===== src/rtl/l1_refill_arbiter_pkg.sv =====
// Shared types and constants for the L1 refill arbiter slice.
// Declares the FSM state encodings, the requester identities and the default burst length.
package l1_refill_arbiter_pkg;

    // Default burst length matches the ICACHE line size in words
    localparam int unsigned ICACHE_LINE_WORDS = 8;

    typedef logic [1:0] l1arb_state_e;

    localparam l1arb_state_e ST_ARB  = 2'd0;
    localparam l1arb_state_e ST_REQ  = 2'd1;
    localparam l1arb_state_e ST_XFER = 2'd2;
    localparam l1arb_state_e ST_ACK  = 2'd3;

    typedef enum logic {
        OWN_IL1 = 1'b0,
        OWN_DL1 = 1'b1
    } l1arb_owner_e;

endpackage


===== src/rtl/rr_arbiter_2.sv =====
// Two-way combinational round-robin arbiter.
// Bit 0 is IL1 and bit 1 is DL1. A tie goes to the requester that was not granted last.
module rr_arbiter_2
    import l1_refill_arbiter_pkg::*;
(
    input  logic [1:0]   req,
    input  l1arb_owner_e last_grant,
    output logic [1:0]   grant
);

    always_comb begin
        grant = 2'b00;
        case (req)
            2'b01:   grant = 2'b01;
            2'b10:   grant = 2'b10;
            2'b11:   grant = (last_grant == OWN_DL1) ? 2'b01 : 2'b10;
            default: grant = 2'b00;
        endcase
    end

endmodule


===== src/rtl/l1_refill_arbiter.sv =====
// Shares the L2 line-transfer port between the IL1 refill path and the DL1 refill/writeback path.
// Issues one wrap burst per grant, steers beats to or from the owner, and pulses that owner's ack on completion.
module l1_refill_arbiter
    import l1_refill_arbiter_pkg::*;
#(
    parameter int unsigned ADDR_W     = 32,
    parameter int unsigned DATA_W     = 32,
    parameter int unsigned LINE_WORDS = ICACHE_LINE_WORDS
) (
    input  logic              cache_clk,
    input  logic              rst,
    input  logic              repl_busy,

    input  logic              il1_req,
    input  logic [ADDR_W-1:0] il1_addr,
    output logic              il1_rvalid,
    output logic [DATA_W-1:0] il1_rdata,
    output logic              il1_ack,

    input  logic              dl1_req,
    input  logic              dl1_we,
    input  logic [ADDR_W-1:0] dl1_addr,
    input  logic [DATA_W-1:0] dl1_wdata,
    output logic              dl1_wready,
    output logic              dl1_rvalid,
    output logic [DATA_W-1:0] dl1_rdata,
    output logic              dl1_ack,

    output logic              l2_req,
    output logic              l2_we,
    output logic [ADDR_W-1:0] l2_addr,
    input  logic              l2_gnt,
    output logic [DATA_W-1:0] l2_wdata,
    input  logic              l2_wready,
    input  logic              l2_rvalid,
    input  logic [DATA_W-1:0] l2_rdata
);

    localparam int unsigned CNT_W = $clog2(LINE_WORDS);

    l1arb_state_e r_state;
    l1arb_state_e w_state_nxt;
    l1arb_owner_e r_owner;
    l1arb_owner_e w_owner_nxt;
    l1arb_owner_e r_last_grant;
    l1arb_owner_e w_last_grant_nxt;
    logic              r_we;
    logic              w_we_nxt;
    logic [ADDR_W-1:0] r_addr;
    logic [ADDR_W-1:0] w_addr_nxt;
    logic [CNT_W-1:0]  r_beat_cnt;
    logic [CNT_W-1:0]  w_beat_cnt_nxt;

    logic [1:0] w_gnt;
    logic       w_beat;
    logic       w_last_beat;

    rr_arbiter_2 u_rr (
        .req        ({dl1_req, il1_req}),
        .last_grant (r_last_grant),
        .grant      (w_gnt)
    );

    // A beat is the L2 handshake matching the burst direction; only meaningful in XFER
    assign w_beat      = (r_state == ST_XFER) && (r_we ? l2_wready : l2_rvalid);
    assign w_last_beat = w_beat && (r_beat_cnt == CNT_W'(LINE_WORDS - 1));

    always_ff @(posedge cache_clk) begin
        if (rst) begin
            r_state      <= ST_ARB;
            r_owner      <= OWN_IL1;
            r_last_grant <= OWN_DL1;
            r_we         <= 1'b0;
            r_addr       <= '0;
            r_beat_cnt   <= '0;
        end else begin
            r_state      <= w_state_nxt;
            r_owner      <= w_owner_nxt;
            r_last_grant <= w_last_grant_nxt;
            r_we         <= w_we_nxt;
            r_addr       <= w_addr_nxt;
            r_beat_cnt   <= w_beat_cnt_nxt;
        end
    end

    // Next-state and grant latching
    always_comb begin
        w_state_nxt      = r_state;
        w_owner_nxt      = r_owner;
        w_last_grant_nxt = r_last_grant;
        w_we_nxt         = r_we;
        w_addr_nxt       = r_addr;
        w_beat_cnt_nxt   = r_beat_cnt;

        case (r_state)
            ST_ARB: begin
                if (!repl_busy && (w_gnt != 2'b00)) begin
                    w_state_nxt = ST_REQ;
                    if (w_gnt[1]) begin
                        w_owner_nxt = OWN_DL1;
                        w_addr_nxt  = dl1_addr;
                        w_we_nxt    = dl1_we;
                    end else begin
                        w_owner_nxt = OWN_IL1;
                        w_addr_nxt  = il1_addr;
                        w_we_nxt    = 1'b0;
                    end
                end
            end
            ST_REQ: begin
                if (l2_gnt) begin
                    w_state_nxt    = ST_XFER;
                    w_beat_cnt_nxt = '0;
                end
            end
            ST_XFER: begin
                if (w_beat) begin
                    w_beat_cnt_nxt = r_beat_cnt + CNT_W'(1);
                end
                if (w_last_beat) begin
                    w_state_nxt = ST_ACK;
                end
            end
            ST_ACK: begin
                w_last_grant_nxt = r_owner;
                w_state_nxt      = ST_ARB;
            end
            default: begin
                w_state_nxt = ST_ARB;
            end
        endcase
    end

    // Output steering; read beats pass straight through with no added latency
    always_comb begin
        il1_rvalid = 1'b0;
        il1_rdata  = '0;
        il1_ack    = 1'b0;
        dl1_wready = 1'b0;
        dl1_rvalid = 1'b0;
        dl1_rdata  = '0;
        dl1_ack    = 1'b0;
        l2_req     = 1'b0;
        l2_we      = 1'b0;
        l2_addr    = '0;
        l2_wdata   = '0;

        case (r_state)
            ST_REQ: begin
                l2_req  = 1'b1;
                l2_we   = r_we;
                l2_addr = r_addr;
            end
            ST_XFER: begin
                if (r_we) begin
                    if (r_owner == OWN_DL1) begin
                        l2_wdata   = dl1_wdata;
                        dl1_wready = l2_wready;
                    end
                end else if (r_owner == OWN_IL1) begin
                    il1_rvalid = l2_rvalid;
                    il1_rdata  = l2_rdata;
                end else begin
                    dl1_rvalid = l2_rvalid;
                    dl1_rdata  = l2_rdata;
                end
            end
            ST_ACK: begin
                if (r_owner == OWN_IL1) begin
                    il1_ack = 1'b1;
                end else begin
                    dl1_ack = 1'b1;
                end
            end
            default: begin
            end
        endcase
    end

endmodule


===== config.mk =====
export PLATFORM = sky130hd
export DESIGN_NAME = l1_refill_arbiter
export DESIGN_NICKNAME = d
export VERILOG_FILES = /design/src/rtl/l1_refill_arbiter_pkg.sv /design/src/rtl/rr_arbiter_2.sv /design/src/rtl/l1_refill_arbiter.sv
export SDC_FILE = /design/constraint.sdc
export NUM_CORES = 1
export LEC_CHECK = 0
export CORE_MARGIN = 8
export CORE_UTILIZATION = 27
export CTS_CLUSTER_SIZE = 8
export DETAILED_ROUTE_END_ITERATION = 7
export GPL_TIMING_DRIVEN = 0
export PLACE_DENSITY = 0.77
export RECOVER_POWER = 50
export SLEW_MARGIN = 20
export SYNTH_ARGS = -nofsm -noshare
export SYNTH_HDL_FRONTEND = slang
export SYNTH_SLANG_ARGS = --single-unit

===== constraint.sdc =====
create_clock -name cache_clk -period 1.52 [get_ports cache_clk]
set_input_delay 0.304 -clock cache_clk [delete_from_list [all_inputs] [get_ports cache_clk]]
set_output_delay 0.304 -clock cache_clk [all_outputs]
set_load 0.02 [all_outputs]

[After elaboration in Yosys (flattened, before gate mapping)]
Index checks and enable logic that the tools add are counted.
Cells by class
  add/subtract/negate cells: 1
  eq/ne operators: 11
  reduce and logical (&&, ||, !) cells: 10
  multiplexer cells: 38
Operators with widths (number)
  32-bit two-way mux: 11
  1-bit two-way mux: 18
  2-bit == test, second input constant: 4
  2-bit two-way mux: 4
  2-bit inequality test, second input constant: 4
  2-bit case mux with 4 select lines: 1
  3-bit two-way mux: 2
  2-bit case mux with 3 select lines: 1
  3-bit case mux with 2 select lines: 1
  3-bit AND reduction: 2
  2-bit by 1-bit == test with 1-bit output, second input constant: 2
  2-bit nonzero test: 2
  3-bit by 1-bit adder with 3-bit output, second input constant: 1
  3-bit == test, second input constant: 1
  1-bit logical AND: 3
  2-bit zero test: 1
  2-bit AND reduction: 1
  1-bit zero test: 1
Word-level totals
  output and inout port bits: 135
  input bits: 137
  register bits after elaboration: 40
  word-level logic and storage cells: 66

[Logic depth before layout (Yosys ltp)]
Gate-level depths: netlist of the first run.
  depth in word-level cells: 6
  depth in mapped cells: 8
  gate-level depth less buffers: 6

[Modules after synthesis]
From an unflattened synthesis of the first run, not the netlist that was laid out.
Second synthesis, totals
  cell total of the unflattened synthesis: 382
  area, all modules: 2850.2 µm²
By module, submodules not included
  l1_refill_arbiter: cells an instance 379, instances 1, area an instance 2831.5 µm², sequential area each 800.8 µm²
  rr_arbiter_2: cells an instance 3, instances 1, area an instance 18.8 µm², sequential area each 0.0 µm²

[Least setup slack after synthesis of the first run]
No wires, ideal clock.
  path kind: reg-to-output
  from: register r_state[0]
  to: output dl1_rdata[10]
  stages on the path, launching flop included: 7
  path slack: -0.200 ns
  arrival time: 1.416 ns
  required time: 1.216 ns
  buffers on the path: 2
  cell sequence: dfxtp_1 inv_1 ha_1 buf_2 buf_2 nand2_1 nor2_1
Between the ends
  word-level cells in the longest chain between the ends: 2
Ends and longest elaborated chain
  start: declaration: RTL line l1_refill_arbiter.sv:41  | l1arb_state_e r_state;
  start signal: assignment: RTL line l1_refill_arbiter.sv:77  | r_state <= w_state_nxt;
  2-bit == test: RTL line l1_refill_arbiter.sv:148  | case (r_state)
  32-bit two-way mux: RTL line l1_refill_arbiter.sv:148
  end: declaration: RTL line l1_refill_arbiter.sv:26  | output logic [DATA_W-1:0] dl1_rdata,
Every way passes these cells.

[Final worst setup path of the first run]
  from: register r_state[0]
  to: output l2_wdata[28]
Between the ends
  word-level cells in the longest chain between the ends: 2
Ends and longest elaborated chain
  2-bit == test: RTL line l1_refill_arbiter.sv:148
  32-bit two-way mux: RTL line l1_refill_arbiter.sv:148
  end: declaration: RTL line l1_refill_arbiter.sv:33  | output logic [DATA_W-1:0] l2_wdata,
Every way passes these cells.

==> metrics.csv, run 1 <==
metric,value,unit
htree_num_levels,2,
yosysSeqAreaShare,0.288,
yosysMostFrequentCell,nor2_1,
crit_path_start_kind,register,
drc,0,
slowest_stage,dfxtp_4,
ys_async_sr_fraction,0,
irDropWorstVdd,0.000503,V
final_util,0.680,
finalWorstSetupSlack,-312,ps
die_w,117,µm
synth-warning-count,0,
path_cells,inv_4 > ha_4 > and3_4 > clkbuf_8 > and2_4 > buf_6,
min-delay-path-class,input port to register,
start_util,0.273,
cp.arrival,1530,ps
routedWlPerCell,18.0,µm
ys_top_cells_by_count,"104 x nor2_1, 67 x and2_1, 40 x dfxtp_1, 36 x mux2i_1, 34 x a211oi_1",
worst-path-buf-inv,3,
pin_count,272,
endpoint_kind,output pin,
num_vias,3784,
clk_latency,290,ps
synth_edf_count,0,
avgSynthCellArea,7.32,µm²
nNetsFinal,829,
die-height,117,µm
synth_area,2780,µm²
grt_usage,0.209,
cts_tree,done,
cpPeakStageDelay,360,ps
violations,setup timing,
p_leak,0.00290,µW
root_buffer,clkbuf_8,
synth_top_area_frac,0.288,
final_antenna_net_count,0,
status,"finished, violations left",
cts_buffer_depth,2,
synth_cells,380,
grt_pass1_vias,4188,
core_area,10200,µm²
cts.sinks,40,
dp_hpwl,11.7,mm
cts_buffers,5,
dr.pass1.iters,4,
place.gp.congestion,0.905,
area_growth_syn_to_layout,149,%
worstMarginPinSlew,642,ps
viasPerCell,4.60,
clk_pin_slew,90,ps
drtIter0Drc,116,
synth_seq_cells,40,
synth_flop_cell,dfxtp_1,
grt_pass1_wl,23.4,mm
synth_nets,524,
fmaxAchievable,546,MHz
rsz0062_at_grt,yes,
fin_crit,1830,ps
wirelength,14.8,mm
max-cap-violations,0,
layout-drive-gt1-share,0.544,
fin_cells,822,
port_buffers,270,
crit_type,register to output pin,
multiInputGateArea,2490,µm²
post-route-period-util,1.21,
worstPathRequired,1220,ps
dp_cells,786,
rows,37,
grt_max_degree,14,
antenna_found_initial,0,
critPathMaxFanout,5,
relSlewSlack,0.572,
diodes,0,
overflow,0,
slew_violations,0,
yosysTopAreaCell,dfxtp_1,
ys_top_cells_by_area,"dfxtp_1 29%, and2_1 15%, nor2_1 14%, mux2i_1 13%, a211oi_1 9.2%",
tns,-33340,ps
finalSetupViolations,144,
hold_violations,0,
nFillCells,825,
yosys.cell_types.count,27,
crit_family,simple AND/OR/NAND/NOR gates,
seqCellArea,816,µm²
fin_skew,9.93,ps
power_density,964,nW/µm²
fp.dieArea,13800,µm²
-- registers in the layout, summed over array words and instances, names as in the netlist --
| signal | flops |
|---|---|
| r_we | 1 |
| r_state | 2 |
| r_last_grant | 1 |
| r_beat_cnt | 3 |
| r_addr | 32 |
| r_owner | 1 |
-- cell type report --
class                   count  area share
clock buffers               6      0.0119
flip-flops and latches     40       0.118
repair buffers            299       0.424
plain buffers              32      0.0574
well taps                 136      0.0246
inverters                   6     0.00361
clock inverters             2     0.00199
multi-input cells         301       0.359
-- through the flow --
stage / setup slack, ps / instance area, µm² / hold slack, ps / total power (µW)
final: -312 / 6930 / 448 / 6680
after global routing: -364 / 6930 / 455 / 7110
after CTS: -303 / 6750 / 440 / 6440
after detailed placement: -692 / 6020 / 458 / 4830
after global placement: -657 / 6020 / 445 / 4750
after floorplan: -50.2 / 3150 / 436 / 3460
-- report_power, final --
| part | internal [µW] | switching [µW] | leakage [µW] |
|---|---|---|---|
| clock network | 372 | 395 | 0.0000516 |
| logic | 2200 | 2250 | 0.00252 |
| registers | 1320 | 148 | 0.000332 |
| total | 3890 | 2790 | 0.00290 |
-- worst register-to-register path, delay by kind of cell (launching register included) --
family,cells,cell delay [ps]
simple gates,2,200
buf+inv,3,340
flops,1,380
compound gates,1,230
mux,1,220
fa+ha+maj,1,200
-- routing by layer --
| metal | track usage | share of wire |
|---|---|---|
| met4 | 0.0488 | 0.019 |
| met5 | 0 | 0 |
| met3 | 0.0556 | 0.061 |
| met1 | 0.221 | 0.39 |
| met2 | 0.398 | 0.53 |
-- what timing repair did --
item | CTS | global route
resized for setup | 906 | 37
hold endpoints to repair | 0 | 0
cloned | 7 | 1
hold buffers | 0 | 0
setup endpoints to repair | 172 | 173
pin swaps | 45 | 6
setup buffers | 18 | 5
-- cells in the final DEF (no fill, tap or decap), types with 31 or more instances in the layout --
| master | instances |
|---|---|
| and2_4 | 37 |
| buf_6 | 84 |
| nor2_4 | 34 |
| clkdlybuf4s50_1 | 135 |
| nor2_1 | 40 |
| nor2_2 | 31 |
| buf_4 | 78 |
| dfxtp_1 | 36 |
-- path summary, 6_finish.rpt --
path                start       endpoint  slack [ps]  cells after the start
max            r_state[0]   l2_wdata[28]        -310                      6
min                   rst     r_state[1]         450                      3
max reg2reg    r_state[1]  r_beat_cnt[0]        -210                      8
min reg2reg  r_last_grant   r_last_grant         500                      1
-- logic make-up (layout without fill, tap and decap cells) --
group / Yosys count / in the layout / share of synthesized area
AOI/OAI and AO/OA: 44 / 44 / 0.124
adders and majority gates: 7 / 7 / 0.0315
buffers and inverters: 40 / 345 / 0.0697
DFF: 40 / 40 / 0.288
muxes: 36 / 36 / 0.130
and+or+nand+nor: 213 / 214 / 0.358
Note: power is estimated with default switching activity, not from simulation.
==> inputs of run 2 (changes only) <==
CAP_MARGIN = 0   (was default)
==> results of run 2 <==
No change in the layout: final DEF, timing and power equal those of run 1.
==> inputs of run 3 (changes only) <==
CTS_CLUSTER_DIAMETER = 200   (was default)
==> results of run 3 <==
No change in the layout: final DEF, timing and power equal those of run 1.
